## config.mk

```make
export PLATFORM = sky130hd
export DESIGN_NAME = rs_wakeup_req
export DESIGN_NICKNAME = d
export VERILOG_FILES = /design/src/rtl/rs_wakeup_req.sv
export SDC_FILE = /design/constraint.sdc
export NUM_CORES = 1
export LEC_CHECK = 0
export BUFFER_PORTS_ARGS = -buffer_cell sky130_fd_sc_hd__clkbuf_2
export CORE_ASPECT_RATIO = 1.1
export CORE_MARGIN = 2
export CORE_UTILIZATION = 50
export CTS_BUF_LIST = sky130_fd_sc_hd__clkbuf_4 sky130_fd_sc_hd__clkbuf_8
export CTS_CLUSTER_DIAMETER = 40
export DETAILED_ROUTE_END_ITERATION = 8
export HOLD_SLACK_MARGIN = 0.15
export PLACE_DENSITY = 0.69
export SLEW_MARGIN = 20
export SYNTH_ARGS = -nofsm -noshare
export SYNTH_HDL_FRONTEND = slang
export SYNTH_SLANG_ARGS = --single-unit
```

## constraint.sdc

```tcl
create_clock -name clock -period 5.6 [get_ports clock]
set_input_delay 1.12 -clock clock [delete_from_list [all_inputs] [get_ports clock]]
set_output_delay 1.12 -clock clock [all_outputs]
set_load 0.05 [all_outputs]
```

## src/rtl/rs_wakeup_req.sv

```systemverilog
// rtl/rs_wakeup_req.sv - reservation-station wakeup and issue-request tracker
module rs_wakeup_req #(
    parameter int N_ENT = 8,
    parameter int TAG_W = 5
) (
    input  logic                        clock,
    input  logic                        reset,
    input  logic [1:0]                  alloc_valid,
    input  logic [1:0][2:0]             alloc_entry,
    input  logic [1:0][1:0][TAG_W-1:0]  alloc_tag,
    input  logic [1:0][1:0]             alloc_rdy,
    input  logic [1:0]                  cdb_valid,
    input  logic [1:0][TAG_W-1:0]       cdb_tag,
    input  logic [N_ENT-1:0]            gnt,
    input  logic                        flush,
    output logic [N_ENT-1:0]            req,
    output logic [2:0]                  cnt,
    output logic [N_ENT-1:0]            busy,
    output logic [3:0]                  free_cnt,
    output logic                        alloc_err
);

    logic [N_ENT-1:0][1:0]            rdy_q;
    logic [N_ENT-1:0][1:0]            rdy_d;
    logic [N_ENT-1:0][1:0][TAG_W-1:0] tag_q;
    logic [N_ENT-1:0][1:0][TAG_W-1:0] tag_d;
    logic [N_ENT-1:0]                 busy_d;
    logic [N_ENT-1:0]                 fire;
    logic [1:0]                       slot_ok;
    logic                             err_d;

    // True when either valid broadcast carries tag t.
    function automatic logic cdb_hit(
        input logic [1:0]            v,
        input logic [1:0][TAG_W-1:0] ct,
        input logic [TAG_W-1:0]      t
    );
        return (v[0] && (ct[0] == t)) || (v[1] && (ct[1] == t));
    endfunction

    // Issue requests come only from registered state, so the selector sees no input-to-req path.
    always_comb begin
        req = '0;
        for (int i = 0; i < N_ENT; i++) begin
            req[i] = busy[i] & rdy_q[i][0] & rdy_q[i][1];
        end
    end

    assign fire = gnt & req;

    // Slot acceptance: an entry can take a new instruction if free or being issued this cycle;
    // slot 1 loses to slot 0 when both name the same entry.
    always_comb begin
        slot_ok    = '0;
        slot_ok[0] = alloc_valid[0] & (~busy[alloc_entry[0]] | fire[alloc_entry[0]]);
        slot_ok[1] = alloc_valid[1]
                   & ~(alloc_valid[0] & (alloc_entry[1] == alloc_entry[0]))
                   & (~busy[alloc_entry[1]] | fire[alloc_entry[1]]);
        err_d      = (alloc_valid[0] & ~slot_ok[0]) | (alloc_valid[1] & ~slot_ok[1]);
    end

    // Per-entry next state: wakeup, then issue clear, then allocation (which wins), then flush.
    always_comb begin
        busy_d = busy;
        rdy_d  = rdy_q;
        tag_d  = tag_q;
        for (int i = 0; i < N_ENT; i++) begin
            for (int k = 0; k < 2; k++) begin
                if (busy[i] && cdb_hit(cdb_valid, cdb_tag, tag_q[i][k])) begin
                    rdy_d[i][k] = 1'b1;
                end
            end
            if (fire[i]) begin
                busy_d[i] = 1'b0;
                rdy_d[i]  = '0;
            end
            if (slot_ok[0] && (alloc_entry[0] == 3'(i))) begin
                busy_d[i] = 1'b1;
                tag_d[i]  = alloc_tag[0];
                for (int k = 0; k < 2; k++) begin
                    rdy_d[i][k] = alloc_rdy[0][k] | cdb_hit(cdb_valid, cdb_tag, alloc_tag[0][k]);
                end
            end else if (slot_ok[1] && (alloc_entry[1] == 3'(i))) begin
                busy_d[i] = 1'b1;
                tag_d[i]  = alloc_tag[1];
                for (int k = 0; k < 2; k++) begin
                    rdy_d[i][k] = alloc_rdy[1][k] | cdb_hit(cdb_valid, cdb_tag, alloc_tag[1][k]);
                end
            end
        end
        if (flush) begin
            busy_d = '0;
            rdy_d  = '0;
        end
    end

    // Free-entry population count from registered occupancy.
    always_comb begin
        free_cnt = '0;
        for (int i = 0; i < N_ENT; i++) begin
            if (!busy[i]) begin
                free_cnt = free_cnt + 4'd1;
            end
        end
    end

    // State registers; the rotating pointer advances once per edge with any issue.
    always_ff @(posedge clock or negedge reset) begin
        if (!reset) begin
            busy      <= '0;
            rdy_q     <= '0;
            tag_q     <= '0;
            cnt       <= '0;
            alloc_err <= 1'b0;
        end else begin
            busy      <= busy_d;
            rdy_q     <= rdy_d;
            tag_q     <= tag_d;
            alloc_err <= err_d & ~flush;
            if (|fire) begin
                cnt <= cnt + 3'd1;
            end
        end
    end

endmodule

```

# Word-level counts from Yosys, hierarchy flattened
# Cells that the tools add are included.
# word_totals
regBits,108
word_cells,369
# classes
add_sub_neg,8
n_lt_le_gt_ge,2
n_eq_ne,55
mux,98
bitwise,37
n_reduce_logical,127
# op_table
cell,count
$eq A5 B5 Y1,40
$mux W10,16
$reduce_bool A5 Y1,16
$logic_and A1 B1 Y1,72
$mux W2,24
$mux W1,45
$reduce_bool A4 Y1,8
$add A4 B1 Y4 const B,7
$mux W4,7
$eq A3 B3 Y1 const B,8
$and A1 B1 Y1,23
$logic_or A1 B1 Y1,20
$mux W16,1
$reduce_bool A2 Y1,8
$bmux W1 S3,4
$eq A3 B2 Y1 const B,4
$and A8 B8 Y8,1
$lt A3 B4 Y1 const B,2
$mux W8,1
$reduce_or A8 Y1,1
$or A1 B1 Y1,7
$eq A3 B1 Y1 const B,2
$logic_not A3 Y1,2
$not A1 Y1,6
2 further kinds,2

# Depth between registers and ports, before layout
# Gate-level depths: netlist (run 1).
# depth
word_depth,15
depth_mapped,16
mapped_depth_nobuf,15

# Worst setup path before layout (run 1)
# Ideal clock, no wire load.
# synth_timing
path_kind,flip-flop to output port
startpoint,register busy[0]
endpoint,output free_cnt[2]
arrival_time_ns,4.403
setup_slack_ns,0.077
stages_incl_launch_ff,16
cell_sequence,dfrtp_1 inv_1 ha_1 buf_2 xnor2_1 ha_1 nor2b_1 o21a_1 or3_4 a31oi_4 ha_1 mux2_2 ha_1 nor2b_1 xnor2_1 xnor2_1
# synth_between
elab_chain_cells,15
# synth_rtl
item,line,source
from (decl),18,"output logic [N_ENT-1:0] busy,"
from (signal assigned),116,busy <= busy_d;
$mux W1 *,101,if (!busy[i]) begin
$add A4 B1 Y4,102,free_cnt = free_cnt + 4'd1;
$mux W4 *,101,
$add A4 B1 Y4,102,
$mux W4 *,101,
$add A4 B1 Y4,102,
$mux W4 *,101,
$add A4 B1 Y4,102,
$mux W4 *,101,
$add A4 B1 Y4,102,
$mux W4 *,101,
$add A4 B1 Y4,102,
$mux W4 *,101,
$add A4 B1 Y4,102,
$mux W4 *,101,
to (decl),19,"output logic [3:0] free_cnt,"
# Every way passes the cells marked *; elsewhere a longest branch is shown, timed or not.

# Worst setup path in the final report (run 1)
# layout_timing
startpoint,register busy[1]
endpoint,output free_cnt[2]
# layout_between
elab_chain_cells,13
# layout_rtl
item,line
$mux W4 *,101
$add A4 B1 Y4,102
$mux W4 *,101
$add A4 B1 Y4,102
$mux W4 *,101
$add A4 B1 Y4,102
$mux W4 *,101
$add A4 B1 Y4,102
$mux W4 *,101
$add A4 B1 Y4,102
$mux W4 *,101
$add A4 B1 Y4,102
$mux W4 *,101
# Marks and branches as above.

==> results of run 1 <==
==> cells in the mapped netlist (3+ instances only) <==
cell	count	share of area (%)
nand2_1	200	8.8
xnor2_1	141	15
dfrtp_1	108	32
xor2_1	76	7.8
a22oi_1	70	6.2
a21oi_1	42	2.5
buf_2	42	2.5
clkbuf_1	39	1.7
nor2_1	32	1.4
nand4_1	29	2.1
and3_1	21	1.5
nand3_1	21	1.2
o22ai_1	20	1.5
nor4_1	18	1.3
mux2i_1	13	1.5
a211oi_1	12	1.1
inv_1	12	0.53
nor2b_1	11	0.81
ha_1	9	1.3
nor3_1	7	0.41
o21ai_0	7	0.41
a31oi_1	5	0.37
buf_4	5	0.44
and2_1	4	0.29
a221oi_1	3	0.31
a32o_1	3	0.35
and4b_1	3	0.35
mux2_2	3	0.40
mux4_2	3	0.79
o21a_1	3	0.26
==> power by group through the flow <==
stage	logic [mW]	clock network (mW)	registers, mW
finish	1.10	0.655	1.10
global route	1.20	0.696	1.11
CTS	1.09	0.657	1.09
detailed placement	1.08	0	1.11
global placement	1.06	0	1.10
floorplan	0.865	0	1.09
==> sequential cells by signal, summed over array words and instances (netlist names) <==
register and flops:
busy 8, alloc_err 1, cnt 3, tag_q 80, rdy_q 16
==> per-stage QoR <==
step / utilization [%] / worst slack, ns / setup TNS (ns) / hold WS [ns]
6_report: 53.8 / 0.205 / 0 / 0.480
5_1_grt: 53.8 / -0.0138 / -0.0138 / 0.531
4_1_cts: 53.7 / 0.000221 / 0 / 0.487
3_5_place_dp: 52.1 / 0.451 / 0 / 0.472
3_3_place_gp: 52.1 / 0.556 / 0 / 0.470
2_1_floorplan: - / 0.0771 / 0 / 0.497
==> cells by family after synthesis <==
kind of cell | count (synthesis)
AND/OR/NAND/NOR | 365
AO/OA/AOI/OAI | 183
buffers and inverters | 103
multiplexers | 20
XOR/XNOR | 219
adder cells (fa/ha/maj) | 9
flip-flops | 108
==> area by class of cell <==
class                   instances  share of cell area [%]
inverters                      12                   0.498
multi-input cells             796                    59.0
flip-flops and latches        108                    29.9
clock inverters                 4                    1.33
well taps                     208                    2.87
repair buffers                 83                    4.75
clock buffers                  11                    1.67
==> per-layer routing <==
layer | track usage [%] | vias up
met4 | 14.2 | 0
met5 | 0 | -
met3 | 6.57 | 84
met1 | 39.9 | 3750
met2 | 49.6 | 448
li1 | - | 3482
==> placed cells by master (no fill, tap or decap), drive strengths merged, types with 3 or more instances in the layout <==
master / instances
and2: 4
o21a: 3
buf: 7
nand3: 21
bufinv: 4
mux2i: 13
and4b: 3
nor3: 8
nor2b: 11
a211oi: 12
o22ai: 20
a32o: 3
o21ai: 7
a22oi: 70
nor2: 32
a311oi: 4
nand2: 201
nor4: 19
nand4: 29
xnor2: 141
a21oi: 42
dfrtp: 108
clkbuf: 87
mux4: 3
a31oi: 6
ha: 9
and3: 21
xor2: 76
inv: 12
a221oi: 3
mux2: 4
==> worst paths after layout <==
kind                       startpoint     endpoint  slack (ns)  depth (start not counted)
min reg2reg                    cnt[2]       cnt[2]        0.48                          1
max                           busy[1]  free_cnt[2]        0.20                         15
max reg2reg                   busy[6]    rdy_q[11]        2.57                          6
min in group asynchronous       reset       cnt[1]        0.75                          1
min                            cnt[2]       cnt[2]        0.48                          1
max in group asynchronous       reset      busy[1]        3.56                          2
==> reports/metrics.cfg, run 1 <==
[run_status]
outcome=finished, final reports clean

[setup_path]
crit_path_start_kind=register
required_ns=4.48
cp_slowest_cell=ha_2
critPathArrivalTime_ns=4.28
worst-setup-path-type=register to output pin
crit_path_max_fanout=13
crit_family=adder cells
cp_slowest_stage_delay_ns=0.48
path_cells=inv_1 -> ha_2 -> xnor2_1 -> ha_1 -> nor2b_2 -> a211oi_1 -> o21ai_0 -> a31oi_4 -> ha_1 -> mux2_2 -> ha_1 -> nor2b_1 -> xnor2_1 -> xnor2_1 -> buf_2
critPathBufInv=2
cp-end-kind=output pin

[clocking]
post_cts_resized=0
clock_latency_ns=0.40
root_buffer=clkbuf_8
cts_buffers=9
clk_pin_slew_worst_paths_ns=0.10
cts_hold_buffers=0
clkSinkCount=108
cts_tree=yes
cts_buffer_depth=2
htreeDepth=3
post-cts-setup-buffer-count=0

[timing]
slew_viol_final=0
min_period_over_period_pct=96.3
setup_viol=0
slew_headroom_pct=18.7
hold_viol=0
fmax_mhz=185
finalClockSkew_ns=0.00821
period_needed_ns=5.40
worstMarginPinSlew_ns=1.21

[worst_hold_path]
min_path_type=register to register

[routing]
wl_mm=27.8
detail-route-antenna-nets=0
drt_iter0_markers=828
drc_errors=0
vias_per_cell=6.35
dr.pass1.iters=6
wl_met3_mm=2.69
met2_length_mm=13.0
via_count=7764
highest_layer=met4
avgRoutedWirePerCell_um=22.7
wl_met1_mm=11.0

[final_layout]
regArea_um2=2710
diodes=0
final.fill_count=1602
final_cells=1222
multi_input_area_um2=5340
drive_above_1_share_pct=12.4
syn2layout_area_growth_pct=6.38
stdcell_area_um2=9050
layout.nets=1074

[pwr]
clkPwrFrac_pct=23.0
leakagePower_nw=4.00
p_sw_mw=1.10
p_sw_share_pct=38.6
power_mw=2.85
p_per_area_nw_per_um2=314
seqPwrFrac_pct=38.5
power.internal_mw=1.75
irDropWorstVdd_mv=0.414
combPwrFrac_pct=38.5

[placed_design]
place.port_buffers=78
gp_congestion=0.901
dp.cells=1207
hpwl_mm=17.9
place_area_um2=8770

[die]
ios=79
start_util_pct=50.6
die_h_um=141
die-width_um=128
core_um2=16800
rows=50
dieArea_um2=18100

[yosys]
synth_seq_cells=108
synth-adder-area-share_pct=1.32
synth_edf_count=0
synthFlopType=dfrtp_1
ys_async_sr_fraction_pct=100
muxShareOfSynthArea_pct=2.90
syn_area_per_cell_um2=8.45
synth-compound-area-share_pct=15.1
synth_warnings=0
yosys.area_share.simple_pct=20.3
synth_top_family_by_area=XOR/XNOR gates
syn-cell-area_um2=8510
synth_xor_area_share_pct=22.9
syn_nets=1071
yosysUniqueCellTypes=63
netlist_instances=1007
yosysSeqAreaShare_pct=31.8

[global_routing]
overflow=0
grt_pass1_vias=7416
track_usage_pct=30.9
grt_max_degree=57
antenna_found_initial=0
grt_first_pass_wirelength_mm=42.4

[flow_run]
cap_viol_max_count=0

Note: power is estimated with default switching activity, not from simulation.
==> run 2: changes to the inputs <==
CORE_MARGIN = 4   (was 2)
clock period = 5.35 ns   (was 5.6 ns; I/O delays follow)
==> run 2 against run 1 <==
  * Non-clock buffer count rose by 5
  * Global-route usage fell by 2.3 points
  * Via count rose by 0.19%
  * Combinational power rose by 6%
==> reports/metrics.cfg, run 2 (synthesized netlist as in run 1, its figures left out) <==
[timing]
hold_viol=0  ; unchanged
worstMarginPinSlew_ns=1.07  ; -0.147 ns
fin_tns_setup_ns=0  ; unchanged
timing.final.ws_setup_ns=0.211  ; +0.00666 ns
min_period_over_period_pct=96.1
slew_viol_final=0  ; unchanged
finalClockSkew_ns=0.0139  ; +0.00573 ns
setup_viol=0  ; unchanged
rsz0062_at_grt=no
whs_ns=0.481  ; +0.00159 ns
period_needed_ns=5.14
slew_headroom_pct=28.6  ; +9.8 points
fmax_mhz=195

[setup_path]
critPathArrivalTime_ns=4.07  ; -0.21 ns
crit_top_cell=ha_1
path_cells=inv_1 -> ha_4 -> xnor3_2 -> inv_1 -> ha_1 -> xnor2_1 -> a32o_1 -> a31oi_4 -> ha_1 -> mux2_2 -> ha_1 -> nor2b_1 -> xnor2_1 -> xnor2_2 -> clkbuf_4
cp-end-kind=output pin
cp_slowest_cell=xnor3_2
cp_slowest_stage_delay_ns=0.48  ; about the same
crit_path_max_fanout=13  ; unchanged
required_ns=4.28  ; -0.20 ns
crit_family=adder cells
critPathBufInv=3  ; +1
worst-setup-path-type=register to output pin
crit_path_start_kind=register

[routing]
vias_per_cell=6.36  ; about the same
drc_errors=0  ; unchanged
highest_layer=met4
avgRoutedWirePerCell_um=22.4  ; -1.6%
detail-route-antenna-nets=0  ; unchanged
wl_met3_mm=2.90  ; +7.8%
wl_mm=27.4  ; -1.4%
via_count=7779  ; +0.19%
met2_length_mm=12.4  ; -4.6%
dr.pass1.iters=6  ; unchanged
drt_iter0_markers=725  ; -12%
wl_met1_mm=11.0  ; -0.28%

[clocking]
htreeDepth=3  ; unchanged
cts_buffers=9  ; unchanged
clock_latency_ns=0.40  ; about the same
cts_tree=yes
clkSinkCount=108  ; unchanged
clk_pin_slew_worst_paths_ns=0.10  ; about the same
cts_buffer_depth=2  ; unchanged
root_buffer=clkbuf_8

[placed_design]
place.port_buffers=78  ; unchanged
place_ws_ns=0.247  ; -0.203 ns
hpwl_mm=17.7  ; -0.84%
gp_congestion=0.916  ; +1.6%

[final_layout]
drive_above_1_share_pct=12.9  ; +0.52 points
layout.nets=1079  ; +0.47%
finish.utilization_pct=54.9  ; +1.1 points
largestRegisters=tag_q (80), rdy_q (16), busy (8)
diodes=0  ; unchanged
syn2layout_area_growth_pct=6.78
mostFrequentLayoutCell=nand2_1
regMostFlops=tag_q
final.fill_count=1589  ; -0.81%
layout_common_cells=nand2_1, xnor2_1, dfrtp_1
largest_register_ffs=80  ; unchanged

[die]
core_um2=16600  ; -1.6%
rows=49  ; -2.0%
dieArea_um2=19200  ; +6.0%
ios=79  ; unchanged
die-width_um=132  ; +3.1%
die_h_um=145  ; +2.8%
start_util_pct=51.4  ; +0.84 points

[global_routing]
antenna_found_initial=0  ; unchanged
grt_pass1_vias=7499  ; +1.1%
overflow=0  ; unchanged
track_usage_pct=28.6  ; -2.3 points
grt_first_pass_wirelength_mm=42.7  ; +0.63%
grt_max_degree=70  ; +23%

[flow_run]
cap_viol_max_count=0  ; unchanged

[pwr]
p_per_area_nw_per_um2=325  ; +3.4%
irDropWorstVdd_mv=0.466  ; +13%
leakagePower_nw=4.03  ; +0.76%
power_mw=2.96  ; +3.8%

[worst_hold_path]
min_path_type=register to register

[run_status]
outcome=finished, final reports clean

[run 2: cell types whose count changed in the layout (fill, tap and decap cells not counted)]
cell | previous run | this run
ha_2 | 1 | 0
dfrtp_1 | 106 | 107
dfrtp_2 | 2 | 1
clkbuf_4 | 0 | 2
xnor2_2 | 0 | 1
bufinv_16 | 4 | 3
xnor2_1 | 141 | 140
buf_4 | 6 | 11
clkinv_2 | 0 | 1
ha_4 | 0 | 1
buf_2 | 1 | 0
[run 2: final timing paths]
| kind | start | depth (start not counted) | slack [ns] | endpoint |
|---|---|---|---|---|
| setup / recovery | busy[1] | 15 | 0.21 | free_cnt[2] |
| hold / removal | cnt[2] | 1 | 0.48 | cnt[2] |
| setup reg to reg | busy[6] | 6 | 2.25 | rdy_q[11] |
| hold reg to reg | cnt[2] | 1 | 0.48 | cnt[2] |
| max in group asynchronous | reset | 2 | 3.43 | busy[1] |
| min in group asynchronous | reset | 1 | 0.79 | tag_q[32] |
[run 2: where the power goes]
part           internal [mW]  switching, mW
logic                  0.500          0.672
clock network          0.342          0.301
registers              0.966          0.175
[run 2: worst reg2reg max path, delay by kind of cell (launching register included)]
family | cells | cell delay, ns
multiplexers | 1 | 0.54
AO/OA/AOI/OAI | 2 | 0.66
AND/OR/NAND/NOR | 3 | 1.16
flip-flops | 1 | 0.63
[run 2: timing repair]
item,CTS,global route
setup buffers,0,3
hold buffers,0,0
pin swaps,0,1
endpoints found under the setup margin,1,1
gates resized for setup,3,2
[run 2: area by class of cell]
cell class / instances / area (um^2) / area share [%]
sequential: 108 / 2700 / 29.8
tap: 204 / 255 / 2.81
clock buffer: 12 / 159 / 1.75
multi-input combinational: 796 / 5360 / 59.0
clock inverter: 4 / 95.1 / 1.05
timing repair buffer: 88 / 470 / 5.18
inverter: 12 / 45.0 / 0.496
[run 2: per-stage QoR]
step | instance area [um^2] | std cells
6_report | 9090 | 1224
2_1_floorplan | 8520 | 1007
4_1_cts | 9040 | 1221
5_1_grt | 9090 | 1224
3_5_place_dp | 8780 | 1205
3_3_place_gp | 8780 | 1205
[run 2: metal layers]
layer	track usage [%]	vias to the layer above
met1	37.7	3729
met4	11.5	0
met5	0	-
li1	-	3500
met2	46.9	466
met3	5.15	84
==> run 3: changes to the inputs <==
PLACE_DENSITY = 0.72   (was 0.69)
clock period = 4.4 ns   (was 5.35 ns; I/O delays follow)
==> run 3 against run 2 <==
  * The flow now finishes with violations (setup timing)
  * Worst setup slack worse by 0.43 ns
  * Clock skew about the same
  * Power increased by 27%
  * Utilization increased by 1.5 points
  * Worst hold slack gained 0.0099 ns
  * Die area did not move
==> reports/metrics.cfg, run 3 (synthesized netlist as in run 1, its figures left out) <==
[die]
die_h_um=145  ; unchanged
dieArea_um2=19200  ; unchanged
ios=79  ; unchanged
start_util_pct=51.4  ; unchanged
rows=49  ; unchanged
core_um2=16600  ; unchanged
die-width_um=132  ; unchanged

[pwr]
p_per_area_nw_per_um2=402  ; +24%
power_mw=3.75  ; +27%
irDropWorstVdd_mv=0.359  ; -23%
leakagePower_nw=4.12  ; +2.3%

[timing]
period_needed_ns=4.62
min_period_over_period_pct=105
setup_viol=3  ; +3
hold_viol=0  ; unchanged
fin_tns_setup_ns=-0.327  ; -0.327 ns
fmax_mhz=216
slew_viol_final=0  ; unchanged
rsz0062_at_grt=yes
timing.final.ws_setup_ns=-0.220  ; -0.432 ns
worstMarginPinSlew_ns=1.03  ; -0.0379 ns
finalClockSkew_ns=0.0136  ; -0.000385 ns
slew_headroom_pct=31.2  ; +2.6 points

[clocking]
clock_latency_ns=0.40  ; about the same
cts_hold_buffers=0  ; unchanged
cts_tree=yes
clkSinkCount=108  ; unchanged
cts_buffer_depth=2  ; unchanged
cts_buffers=9  ; unchanged
root_buffer=clkbuf_8
htreeDepth=3  ; unchanged
clk_pin_slew_worst_paths_ns=0.11  ; about the same

[routing]
vias_per_cell=6.21  ; -2.3%
drt_iter0_markers=951  ; +31%
avgRoutedWirePerCell_um=21.9  ; -2.0%
dr.pass1.iters=5  ; -1
wl_mm=27.2  ; -0.43%
via_count=7722  ; -0.73%
drc_errors=0  ; unchanged
detail-route-antenna-nets=0  ; unchanged

[final_layout]
layout_common_cells=nand2_1, xnor2_1, dfrtp_1
diodes=0  ; unchanged
mostFrequentLayoutCell=nand2_1
layout.nets=1098  ; +1.8%
syn2layout_area_growth_pct=9.65
largest_register_ffs=80  ; unchanged
regMostFlops=tag_q
stdcell_area_um2=9330  ; +2.7%
drive_above_1_share_pct=16.0  ; +3.0 points
finish.utilization_pct=56.4  ; +1.5 points
final.fill_count=1520  ; -4.3%
largestRegisters=tag_q (80), rdy_q (16), busy (8)

[setup_path]
crit_path_start_kind=register
crit_path_max_fanout=6  ; -7
cp-end-kind=output pin
critPathArrivalTime_ns=3.74  ; -0.33 ns
worst-setup-path-type=register to output pin
required_ns=3.52  ; -0.76 ns

[placed_design]
place_ws_ns=-0.00285  ; -0.250 ns
place_area_um2=9010  ; +2.6%
gp_congestion=0.922  ; +0.74%
hpwl_mm=18.0  ; +1.8%
place.port_buffers=78  ; unchanged

[worst_hold_path]
min_path_type=register to register

[run_status]
outcome=finished, violations left
violations=setup timing

[global_routing]
grt_pass1_vias=7517  ; +0.24%
grt_first_pass_wirelength_mm=42.3  ; -0.87%
overflow=0  ; unchanged
track_usage_pct=28.5  ; about the same
grt_max_degree=68  ; -2.9%
antenna_found_initial=0  ; unchanged

[flow_run]
cap_viol_max_count=0  ; unchanged

## run 3: cell count changes in the layout (fill, tap and decap cells not counted), moves of 3 or more
cell / delta
inv_2: +3
ha_1: -4
nor2b_4: +3
buf_4: +19
clkinvlp_4: +3
inv_1: -3
## run 3: final cells by class
type / instances / area (um^2) / area share (%)
Multi-Input combinational cell: 796 / 5480 / 58.7
Inverter: 12 / 45.0 / 0.483
Clock inverter: 7 / 75.1 / 0.805
Tap cell: 204 / 255 / 2.74
Clock buffer: 9 / 124 / 1.33
Sequential cell: 108 / 2710 / 29.0
Timing Repair Buffer: 107 / 651 / 6.97
## run 3: critical path, stage by stage, from the launching register on
cell     delay [ns]
dfrtp_2        0.46
inv_2          0.09
ha_4           0.23
nor2b_4        0.13
mux2i_1        0.20
nand2_1        0.08
ha_1           0.29
xnor2_1        0.13
a32o_2         0.23
a31oi_4        0.18
ha_4           0.22
mux2_4         0.29
ha_4           0.16
nor2b_4        0.13
xnor2_4        0.22
xnor2_4        0.14
buf_8          0.16
## run 3: through the flow
stage,hold WS [ns],cells
floorplan,0.497,1007
global placement,0.477,1222
detailed placement,0.471,1222
CTS,0.491,1242
global route,0.505,1243
finish,0.491,1243
## run 3: worst paths after layout
path | from | endpoint | slack [ns] | cells after the start
setup / recovery | busy[0] | free_cnt[2] | -0.22 | 16
min in group asynchronous | reset | tag_q[34] | 0.61 | 1
hold reg to reg | cnt[2] | cnt[2] | 0.49 | 1
hold / removal | cnt[2] | cnt[2] | 0.49 | 1
setup reg to reg | busy[3] | tag_q[38] | 1.59 | 7
max in group asynchronous | reset | tag_q[61] | 2.94 | 2
## run 3: repair_timing
action | 4_1_cts | 5_1_grt
gates resized for setup | 11 | 8
endpoints found under the setup margin | 3 | 3
buffers inserted | 4 | 1
gates cloned | 0 | 0
pin swaps | 9 | 5
## run 3: metal layers
layer	vias up	track usage [%]	routed length, um
met5	-	0	0
met4	0	14.3	1240
met3	77	3.56	2440
met2	423	47.6	12800
met1	3686	37.0	10800
li1	3536	-	-
## run 3: power breakdown
part / switching [mW] / total [mW] / internal [mW]
Clock: 0.374 / 0.639 / 0.265
Sequential: 0.215 / 1.39 / 1.17
Combinational: 0.895 / 1.72 / 0.827
